==> config.mk <==
export PLATFORM = sky130hd
export DESIGN_NAME = axis_ram_writer
export DESIGN_NICKNAME = d
export VERILOG_FILES = /design/src/rtl/axis_ram_writer_pkg.sv /design/src/rtl/axis_ram_writer.sv
export SDC_FILE = /design/constraint.sdc
export NUM_CORES = 1
export LEC_CHECK = 0
export CORE_MARGIN = 2
export CORE_UTILIZATION = 40
export CTS_CLUSTER_SIZE = 12
export DETAILED_ROUTE_END_ITERATION = 10
export PLACE_DENSITY = 0.85
export SETUP_SLACK_MARGIN = 0.2
export SLEW_MARGIN = 20
export SYNTH_ARGS = -nofsm -noshare
export SYNTH_HDL_FRONTEND = slang
export SYNTH_SLANG_ARGS = --single-unit
==> constraint.sdc <==
create_clock -name aclk -period 3.6 [get_ports aclk]
set_input_delay 0.36 -clock aclk [delete_from_list [all_inputs] [get_ports aclk]]
set_output_delay 0.36 -clock aclk [all_outputs]
set_load 0.02 [all_outputs]
==> src/rtl/axis_ram_writer_pkg.sv <==
// Shared definitions for the stream-to-DDR writer: FSM state encoding and
// the fixed AXI4 attribute values driven on the write channels.
package axis_ram_writer_pkg;

    typedef enum logic [1:0] {
        ST_IDLE  = 2'd0,
        ST_WRITE = 2'd1,
        ST_RESP  = 2'd2
    } wr_state_t;

    localparam logic [1:0] BURST_INCR       = 2'b01;
    localparam logic [1:0] RESP_OKAY        = 2'b00;
    localparam logic [3:0] CACHE_BUFFERABLE = 4'b0011;
    localparam logic [2:0] PROT_NONE        = 3'b000;
    localparam logic [7:0] LEN_SINGLE       = 8'd0;

    // AXI size code (log2 of bytes per beat) for a power-of-two byte count.
    function automatic logic [2:0] axsize_of(input int bytes);
        logic [2:0] code;
        code = 3'd0;
        for (int i = 0; i < 8; i++) begin
            if ((1 << i) == bytes) begin
                code = 3'(i);
            end
        end
        return code;
    endfunction

endpackage

==> src/rtl/axis_ram_writer.sv <==
// Stream-to-memory writer. Each accepted AXI-Stream sample becomes one
// single-beat AXI4 write at the address supplied by the sync manager.
// Only one write is ever outstanding; progress is reported back to the
// manager as SM_reading (sample taken) and SM_writing (B response seen).
module axis_ram_writer
    import axis_ram_writer_pkg::*;
#(
    parameter int MM_ADDR_WIDTH = 32,
    parameter int DATA_WIDTH    = 32
) (
    input  logic                      aclk,
    input  logic                      aresetn,
    input  logic                      enable,
    input  logic [DATA_WIDTH-1:0]     s_axis_tdata,
    input  logic                      s_axis_tvalid,
    output logic                      s_axis_tready,
    output logic [MM_ADDR_WIDTH-1:0]  m_axi_awaddr,
    output logic [7:0]                m_axi_awlen,
    output logic [2:0]                m_axi_awsize,
    output logic [1:0]                m_axi_awburst,
    output logic [3:0]                m_axi_awcache,
    output logic [2:0]                m_axi_awprot,
    output logic                      m_axi_awvalid,
    input  logic                      m_axi_awready,
    output logic [DATA_WIDTH-1:0]     m_axi_wdata,
    output logic [DATA_WIDTH/8-1:0]   m_axi_wstrb,
    output logic                      m_axi_wlast,
    output logic                      m_axi_wvalid,
    input  logic                      m_axi_wready,
    input  logic [1:0]                m_axi_bresp,
    input  logic                      m_axi_bvalid,
    output logic                      m_axi_bready,
    input  logic [MM_ADDR_WIDTH-1:0]  SM_write_buffer,
    output logic                      SM_reading,
    output logic                      SM_writing,
    output logic                      error
);

    localparam logic [2:0] AWSIZE = axsize_of(DATA_WIDTH / 8);

    wr_state_t                  state_reg,   state_next;
    logic                       tready_reg,  tready_next;
    logic                       awvalid_reg, awvalid_next;
    logic                       wvalid_reg,  wvalid_next;
    logic                       bready_reg,  bready_next;
    logic                       error_reg,   error_next;
    logic [MM_ADDR_WIDTH-1:0]   awaddr_reg,  awaddr_next;
    logic [DATA_WIDTH-1:0]      wdata_reg,   wdata_next;

    logic sample_hs;
    logic aw_done;
    logic w_done;
    logic b_hs;

    // A channel counts as done once its handshake has happened, either in an
    // earlier cycle (valid already dropped) or on the current edge.
    assign sample_hs = s_axis_tvalid & tready_reg;
    assign aw_done   = ~awvalid_reg | m_axi_awready;
    assign w_done    = ~wvalid_reg  | m_axi_wready;
    assign b_hs      = m_axi_bvalid & bready_reg;

    // Next-state and next-output logic for the IDLE -> WRITE -> RESP loop.
    always_comb begin
        state_next   = state_reg;
        tready_next  = tready_reg;
        awvalid_next = awvalid_reg;
        wvalid_next  = wvalid_reg;
        bready_next  = bready_reg;
        error_next   = error_reg;
        awaddr_next  = awaddr_reg;
        wdata_next   = wdata_reg;

        case (state_reg)
            ST_IDLE: begin
                // tready follows enable one cycle late, so after a return
                // from RESP it cannot rise before the following cycle.
                tready_next = enable;
                if (sample_hs) begin
                    awaddr_next  = SM_write_buffer;
                    wdata_next   = s_axis_tdata;
                    tready_next  = 1'b0;
                    awvalid_next = 1'b1;
                    wvalid_next  = 1'b1;
                    state_next   = ST_WRITE;
                end
            end
            ST_WRITE: begin
                tready_next = 1'b0;
                if (awvalid_reg && m_axi_awready) begin
                    awvalid_next = 1'b0;
                end
                if (wvalid_reg && m_axi_wready) begin
                    wvalid_next = 1'b0;
                end
                if (aw_done && w_done) begin
                    bready_next = 1'b1;
                    state_next  = ST_RESP;
                end
            end
            ST_RESP: begin
                tready_next = 1'b0;
                if (b_hs) begin
                    bready_next = 1'b0;
                    if (m_axi_bresp != RESP_OKAY) begin
                        error_next = 1'b1;
                    end
                    state_next = ST_IDLE;
                end
            end
            default: begin
                tready_next  = 1'b0;
                awvalid_next = 1'b0;
                wvalid_next  = 1'b0;
                bready_next  = 1'b0;
                state_next   = ST_IDLE;
            end
        endcase
    end

    // State and output registers; reset abandons any in-flight write.
    always_ff @(posedge aclk) begin
        if (!aresetn) begin
            state_reg   <= ST_IDLE;
            tready_reg  <= 1'b0;
            awvalid_reg <= 1'b0;
            wvalid_reg  <= 1'b0;
            bready_reg  <= 1'b0;
            error_reg   <= 1'b0;
            awaddr_reg  <= '0;
            wdata_reg   <= '0;
        end else begin
            state_reg   <= state_next;
            tready_reg  <= tready_next;
            awvalid_reg <= awvalid_next;
            wvalid_reg  <= wvalid_next;
            bready_reg  <= bready_next;
            error_reg   <= error_next;
            awaddr_reg  <= awaddr_next;
            wdata_reg   <= wdata_next;
        end
    end

    assign s_axis_tready = tready_reg;
    assign m_axi_awaddr  = awaddr_reg;
    assign m_axi_awlen   = LEN_SINGLE;
    assign m_axi_awsize  = AWSIZE;
    assign m_axi_awburst = BURST_INCR;
    assign m_axi_awcache = CACHE_BUFFERABLE;
    assign m_axi_awprot  = PROT_NONE;
    assign m_axi_awvalid = awvalid_reg;
    assign m_axi_wdata   = wdata_reg;
    assign m_axi_wstrb   = '1;
    assign m_axi_wlast   = 1'b1;
    assign m_axi_wvalid  = wvalid_reg;
    assign m_axi_bready  = bready_reg;
    assign error         = error_reg;

    // Progress pulses mark the handshake cycles themselves. tready is only
    // ever high in IDLE and bready only in RESP, so they cannot coincide.
    assign SM_reading = sample_hs;
    assign SM_writing = b_hs;

endmodule

==> results of run 1 <==
[worst paths after layout]
check / from / end / slack (ps) / cells past startpoint
setup / recovery: s_axis_tvalid / SM_reading / 1520 / 3
hold / removal: m_axi_wdata[22]$_SDFFE_PN0P_ / m_axi_wdata[22]$_SDFFE_PN0P_ / 450 / 2
setup reg to reg: state_reg[0]$_SDFFE_PN0P_ / m_axi_awaddr[10]$_SDFFE_PN0P_ / 1660 / 3
hold reg to reg: m_axi_wdata[22]$_SDFFE_PN0P_ / m_axi_wdata[22]$_SDFFE_PN0P_ / 450 / 2
[worst reg2reg max path: cells and delay by family, from the launching register on]
family	cells	cell delay, ps
compound gates	1	150
flops	1	410
simple gates	2	1250
[final cells by class]
type | instances | area share (%)
clock buffers | 11 | 3.00
clock inverters | 4 | 0.543
inverters | 2 | 0.172
multi-input cells | 242 | 28.3
flip-flops and latches | 71 | 32.5
well taps | 96 | 2.75
repair buffers | 144 | 32.8
[power by group]
group | switching [mW] | internal (mW)
sequential | 0.0192 | 0.816
clock | 0.271 | 0.244
combinational | 0.139 | 0.151
total | 0.430 | 1.21
[through the flow]
stage / utilization, % / instance area [um2]
4_1_cts: 63.7 / 4370
3_5_place_dp: 61.4 / 4220
2_1_floorplan: - / 2950
6_report: 63.7 / 4370
5_1_grt: 63.7 / 4370
3_3_place_gp: 61.4 / 4220
[layout by cell type, fill, tap and decap left out, drive strengths merged]
master         synthesis  routed
clkinv                 0       4
o31ai                  1       1
and4bb                 1       1
dfxtp                 71      71
nand3                  1       1
a21boi                64      64
nor3                   1       1
and2                   1       1
a21oi                  2       2
clkdlybuf4s50          0     142
conb                   2      25
nor2                   2       2
o21a                   1       1
buf                   38       2
o21ai                  3       3
nor2b                  2       2
nand2b                 3       3
o211a                  1       1
nor4b                  2       2
nand2                129     129
inv                    2       2
nand4bb                1       1
and3                   1       1
nand4b                 1       1
clkbuf                 9      11
[metal layers]
metal	global-route usage [%]	part of all wire, %	up-vias
li1	-	-	1299
met1	20.3	40	1180
met2	31.9	49	106
met3	5.32	7.8	20
met4	8.82	3.0	0
met5	0	0	-
[cell usage after synthesis (2+ instances only)]
cell type  count  area, um2
clkbuf_1       9       33.8
dfxtp_1       71       1420
a21boi_0      24        180
nor2b_1        2       12.5
nand2b_1       3       18.8
a21oi_1        2       10.0
o21ai_0        3       15.0
a21boi_1      40        300
inv_1          2       7.51
buf_4         30        225
buf_2          6       30.0
nand2_1      129        484
nor4b_1        2       17.5
buf_1          2       7.51
nor2_1         2       7.51
conb_1         2       7.51
[cells by family after synthesis]
logic type | share of synthesized area (%)
flops | 49.7
buf+inv | 10.6
compound gates | 18.6
other cells | 0.263
simple gates | 20.8
==> results_dict.tcl, run 1 <==
set metrics [dict create \
    status "finished, final reports clean" \
    overflow 0 \
    cp-start-kind "input pin" \
    setup_tns_ps 0 \
    period_needed_ps 2080 \
    multiInputGateArea_um2 1240 \
    drtAntennaViolNets 0 \
    port_buffers 143 \
    dp_slack_ps 1270 \
    nNetsFinal 543 \
    synth-async-reset-ratio_pct 0 \
    hold_ws_ps 452 \
    grt_pass1_wl_um 11100 \
    crit_type "input pin to output port" \
    drtIter0Drc 70 \
    drive_gt1_share_pct 3.59 \
    max_cap_violations 0 \
    period_share_pct 57.6 \
    cts.sinks 71 \
    synth-main-ff-cell "dfxtp_1" \
    p_leak_nw 1.57 \
    cts_hold_buf 0 \
    endpoint_kind "output port" \
    cp.required_ps 3240 \
    syn_inst 339 \
    clk_pin_slew_worst_paths_ps 70 \
    drt-pass1-iter-count 5 \
    drt_wl_total_um 7160 \
    fill_cells 599 \
    tightestPinTransition_ps 1000 \
    total_power_mw 1.64 \
    worst_slack_ps 1520 \
    post_drt_wl_per_cell_um 12.6 \
    cpMostUsedCell "clkdlybuf4s50_1" \
    maxClockFrequency_mhz 482 \
    fin_worst_skew_ps 6.37 \
    cp_num_buf_inv 2 \
    yosys_warnings 0 \
    synth_cell_types 26 \
    std_cell_rows 30 \
    num_vias 2605 \
    root_buffer "clkbuf_8" \
    place.detailed.hpwl_um 5140 \
    syn-cell-area_um2 2860 \
    rsz0062_at_grt "no" \
    clkLatencyLatePin_ps 330 \
    relSlewSlack_pct 33.3 \
    hold_class "flip-flop to flip-flop" \
    io-pin-count 169 \
    powerDensity_nw_per_um2 375 \
    critPathTopFamily "buffers and inverters" \
    gp_congestion 0.714 \
    h-tree-depth 3 \
    post-route-drc-count 0 \
    antenna_found_initial 0 \
    crit_path_cell_trace "clkdlybuf4s50_1 -> and2_1 -> clkdlybuf4s50_1" \
    synth_edf_count 0 \
    slowest_stage "clkdlybuf4s50_1" \
    area_growth_pct 53.0 \
    finalHoldViolCount 0 \
    dp.cells 555 \
    slowest_delay_ps 610 \
    ys_seq_area_share_pct 49.7 \
    syn_avg_cell_area_um2 8.43 \
    grt_max_degree 71 \
    ctsResizeCount 0 \
    first_global_vias 2528 \
    ys_seq_elements 71 \
    drv_slew 0 \
    cts_setup_buffers 0 \
    design.core.area_um2 6870 \
    grt_usage_pct 18.3 \
    cts_made_buffers 9 \
    die_y_um 88.5 \
    tritoncts "done" \
    viasPerCell 4.57 \
    die_area_um2 7840 \
    die_w_um 88.5 \
    arrival_ps 1720 \
    setup_viol 0 \
    fin_cells 570 \
    num_antenna_cells 0 \
    register_area_um2 1420 \
    initial_core_util_pct 41.6 \
    vdd_ir_drop_max_uv 234 \
    ctsLongestPathBuffers 2 \
    path_max_fanout 3 \
]
Power figures use the tool's default switching activity.
==> run 2: changes to the inputs <==
--- a/config.mk
+++ b/config.mk
@@ -6,10 +6,10 @@
 export NUM_CORES = 1
 export LEC_CHECK = 0
 export CORE_MARGIN = 2
-export CORE_UTILIZATION = 40
+export CORE_UTILIZATION = 38
 export CTS_CLUSTER_SIZE = 12
 export DETAILED_ROUTE_END_ITERATION = 10
-export PLACE_DENSITY = 0.85
+export PLACE_DENSITY = 0.81
 export SETUP_SLACK_MARGIN = 0.2
 export SLEW_MARGIN = 20
 export SYNTH_ARGS = -nofsm -noshare
==> constraint.sdc (replaced) <==
create_clock -name aclk -period 2.15 [get_ports aclk]
set_input_delay 0.215 -clock aclk [delete_from_list [all_inputs] [get_ports aclk]]
set_output_delay 0.215 -clock aclk [all_outputs]
set_load 0.02 [all_outputs]
==> results_dict.tcl, run 2 (synthesis gave the netlist of run 1 again) <==
set metrics [dict create \
    status "finished, final reports clean" \
    rr_endpoint "m_axi_awaddr[25]$_SDFFE_PN0P_" \
    critPathTopFamily "buffers and inverters" \
    h-tree-depth 3 \
    path_max_fanout 3 \
    slowest_delay_ps 620 \
    num_vias 2550 \
    num_antenna_cells 0 \
    cp-start-kind "input pin" \
    cts.sinks 71 \
    setup_viol 0 \
    crit_path_cell_trace "clkdlybuf4s50_1 -> and2_1 -> clkdlybuf4s50_1" \
    first_global_vias 2354 \
    reg2reg_depth 4 \
    finalHoldViolCount 0 \
    viasPerCell 4.44 \
    final_util_pct 61.0 \
    drtIter0Drc 90 \
    design.core.area_um2 7250 \
    arrival_ps 1580 \
    place.detailed.hpwl_um 4920 \
    die_area_um2 8230 \
    slowest_stage "clkdlybuf4s50_1" \
    antenna_found_initial 0 \
    hold_class "input pin to flip-flop" \
    nNetsFinal 545 \
    die_w_um 90.7 \
    clkLatencyLatePin_ps 330 \
    total_power_mw 2.79 \
    die_y_um 90.7 \
    worstHoldStart "aresetn" \
    clk_pin_slew_worst_paths_ps 70 \
    max_cap_violations 0 \
    vdd_ir_drop_max_uv 376 \
    p_leak_nw 1.59 \
    period_needed_ps 1800 \
    post-route-drc-count 0 \
    tritoncts "done" \
    powerDensity_nw_per_um2 631 \
    cts_setup_buffers 0 \
    drt-pass1-iter-count 4 \
    period_share_pct 83.7 \
    r2r_slack_ps 720 \
    fin_worst_skew_ps 6.16 \
    initial_core_util_pct 39.4 \
    endpoint_kind "output port" \
    grt_max_degree 67 \
    layout_common_cells "142 x clkdlybuf4s50_1, 129 x nand2_1, 71 x dfxtp_1" \
    startpoint "s_axis_tvalid" \
    grt_pass1_wl_um 11200 \
    crit_type "input pin to output port" \
    cpMostUsedCell "clkdlybuf4s50_1" \
    rsz0062_at_grt "no" \
    overflow 0 \
    area_growth_pct 54.8 \
    setup_tns_ps 0 \
    min_to "m_axi_bready$_SDFFE_PN0P_" \
    min_path_cells 2 \
    cp.required_ps 1930 \
    relSlewSlack_pct 64.9 \
    drive_gt1_share_pct 3.79 \
    ctsResizeCount 0 \
    drv_slew 0 \
    cts_hold_buf 0 \
    maxClockFrequency_mhz 556 \
    drtAntennaViolNets 0 \
    drt_wl_total_um 7080 \
    cp_num_buf_inv 2 \
    cts_made_buffers 9 \
    std_cell_rows 31 \
    post_drt_wl_per_cell_um 12.3 \
    tightestPinTransition_ps 527 \
    layout_commonest_cell "clkdlybuf4s50_1" \
    port_buffers 143 \
    gp_congestion 0.694 \
    ctsLongestPathBuffers 2 \
    r2r-start "state_reg[0]$_SDFFE_PN0P_" \
    grt_usage_pct 16.9 \
    root_buffer "clkbuf_8" \
    io-pin-count 169 \
]
run 2: changes by cell type in the layout (fill, tap and decap cells not counted), sizes merged:
cell,previous run,this run
buf,2,4
clkinv,4,1
clkbuf,11,13
run 2: layer usage:
metal  track usage, %  vias up  part of all wire [%]
met1             18.8     1146                    42
met2             29.0      100                    49
met4             6.67        0                   1.1
li1                 -     1298                     -
met5                0        -                     0
met3             6.43        6                   7.9
run 2: layout make-up:
| cell class | instances | area (um2) |
|---|---|---|
| Clock inverter | 1 | 5.00 |
| Fill cell | 656 | 2830 |
| Timing Repair Buffer | 146 | 1470 |
| Clock buffer | 13 | 159 |
| Inverter | 2 | 7.51 |
| Sequential cell | 71 | 1420 |
| Multi-Input combinational cell | 242 | 1240 |
| Tap cell | 99 | 124 |
run 2: how the worst max path moves through the flow:
| stage | slack [ps] | to | depth (start not counted) |
|---|---|---|---|
| floorplan | 910 | m_axi_awaddr[0]$_SDFFE_PN0P_ | 6 |
| global placement | 390 | SM_reading | 3 |
| detailed placement | 370 | SM_reading | 3 |
| CTS | 360 | SM_reading | 3 |
| global route | 300 | SM_reading | 3 |
| finish | 350 | SM_reading | 3 |
run 2: worst reg2reg max path: stages, from the launching register on:
cell and delay [ps]:
dfxtp_1 520, nand4bb_4 240, buf_12 260, nand2_1 140, a21boi_0 200
run 2: stage by stage:
| stage | worst slack [ps] | cell area, um2 | hold slack, ps | std cells |
|---|---|---|---|---|
| finish | 351 | 4430 | 388 | 574 |
| global route | 297 | 4430 | 416 | 574 |
| CTS | 357 | 4430 | 377 | 574 |
| detailed placement | 372 | 4260 | 444 | 560 |
| global placement | 388 | 4260 | 439 | 560 |
| floorplan | 909 | 2950 | 350 | 362 |
run 2: power by group:
part | leakage, nW | internal [mW] | switching, mW | total, mW
Clock | 0.0854 | 0.469 | 0.434 | 0.903
Combinational | 0.928 | 0.259 | 0.233 | 0.492
Sequential | 0.576 | 1.37 | 0.0313 | 1.40
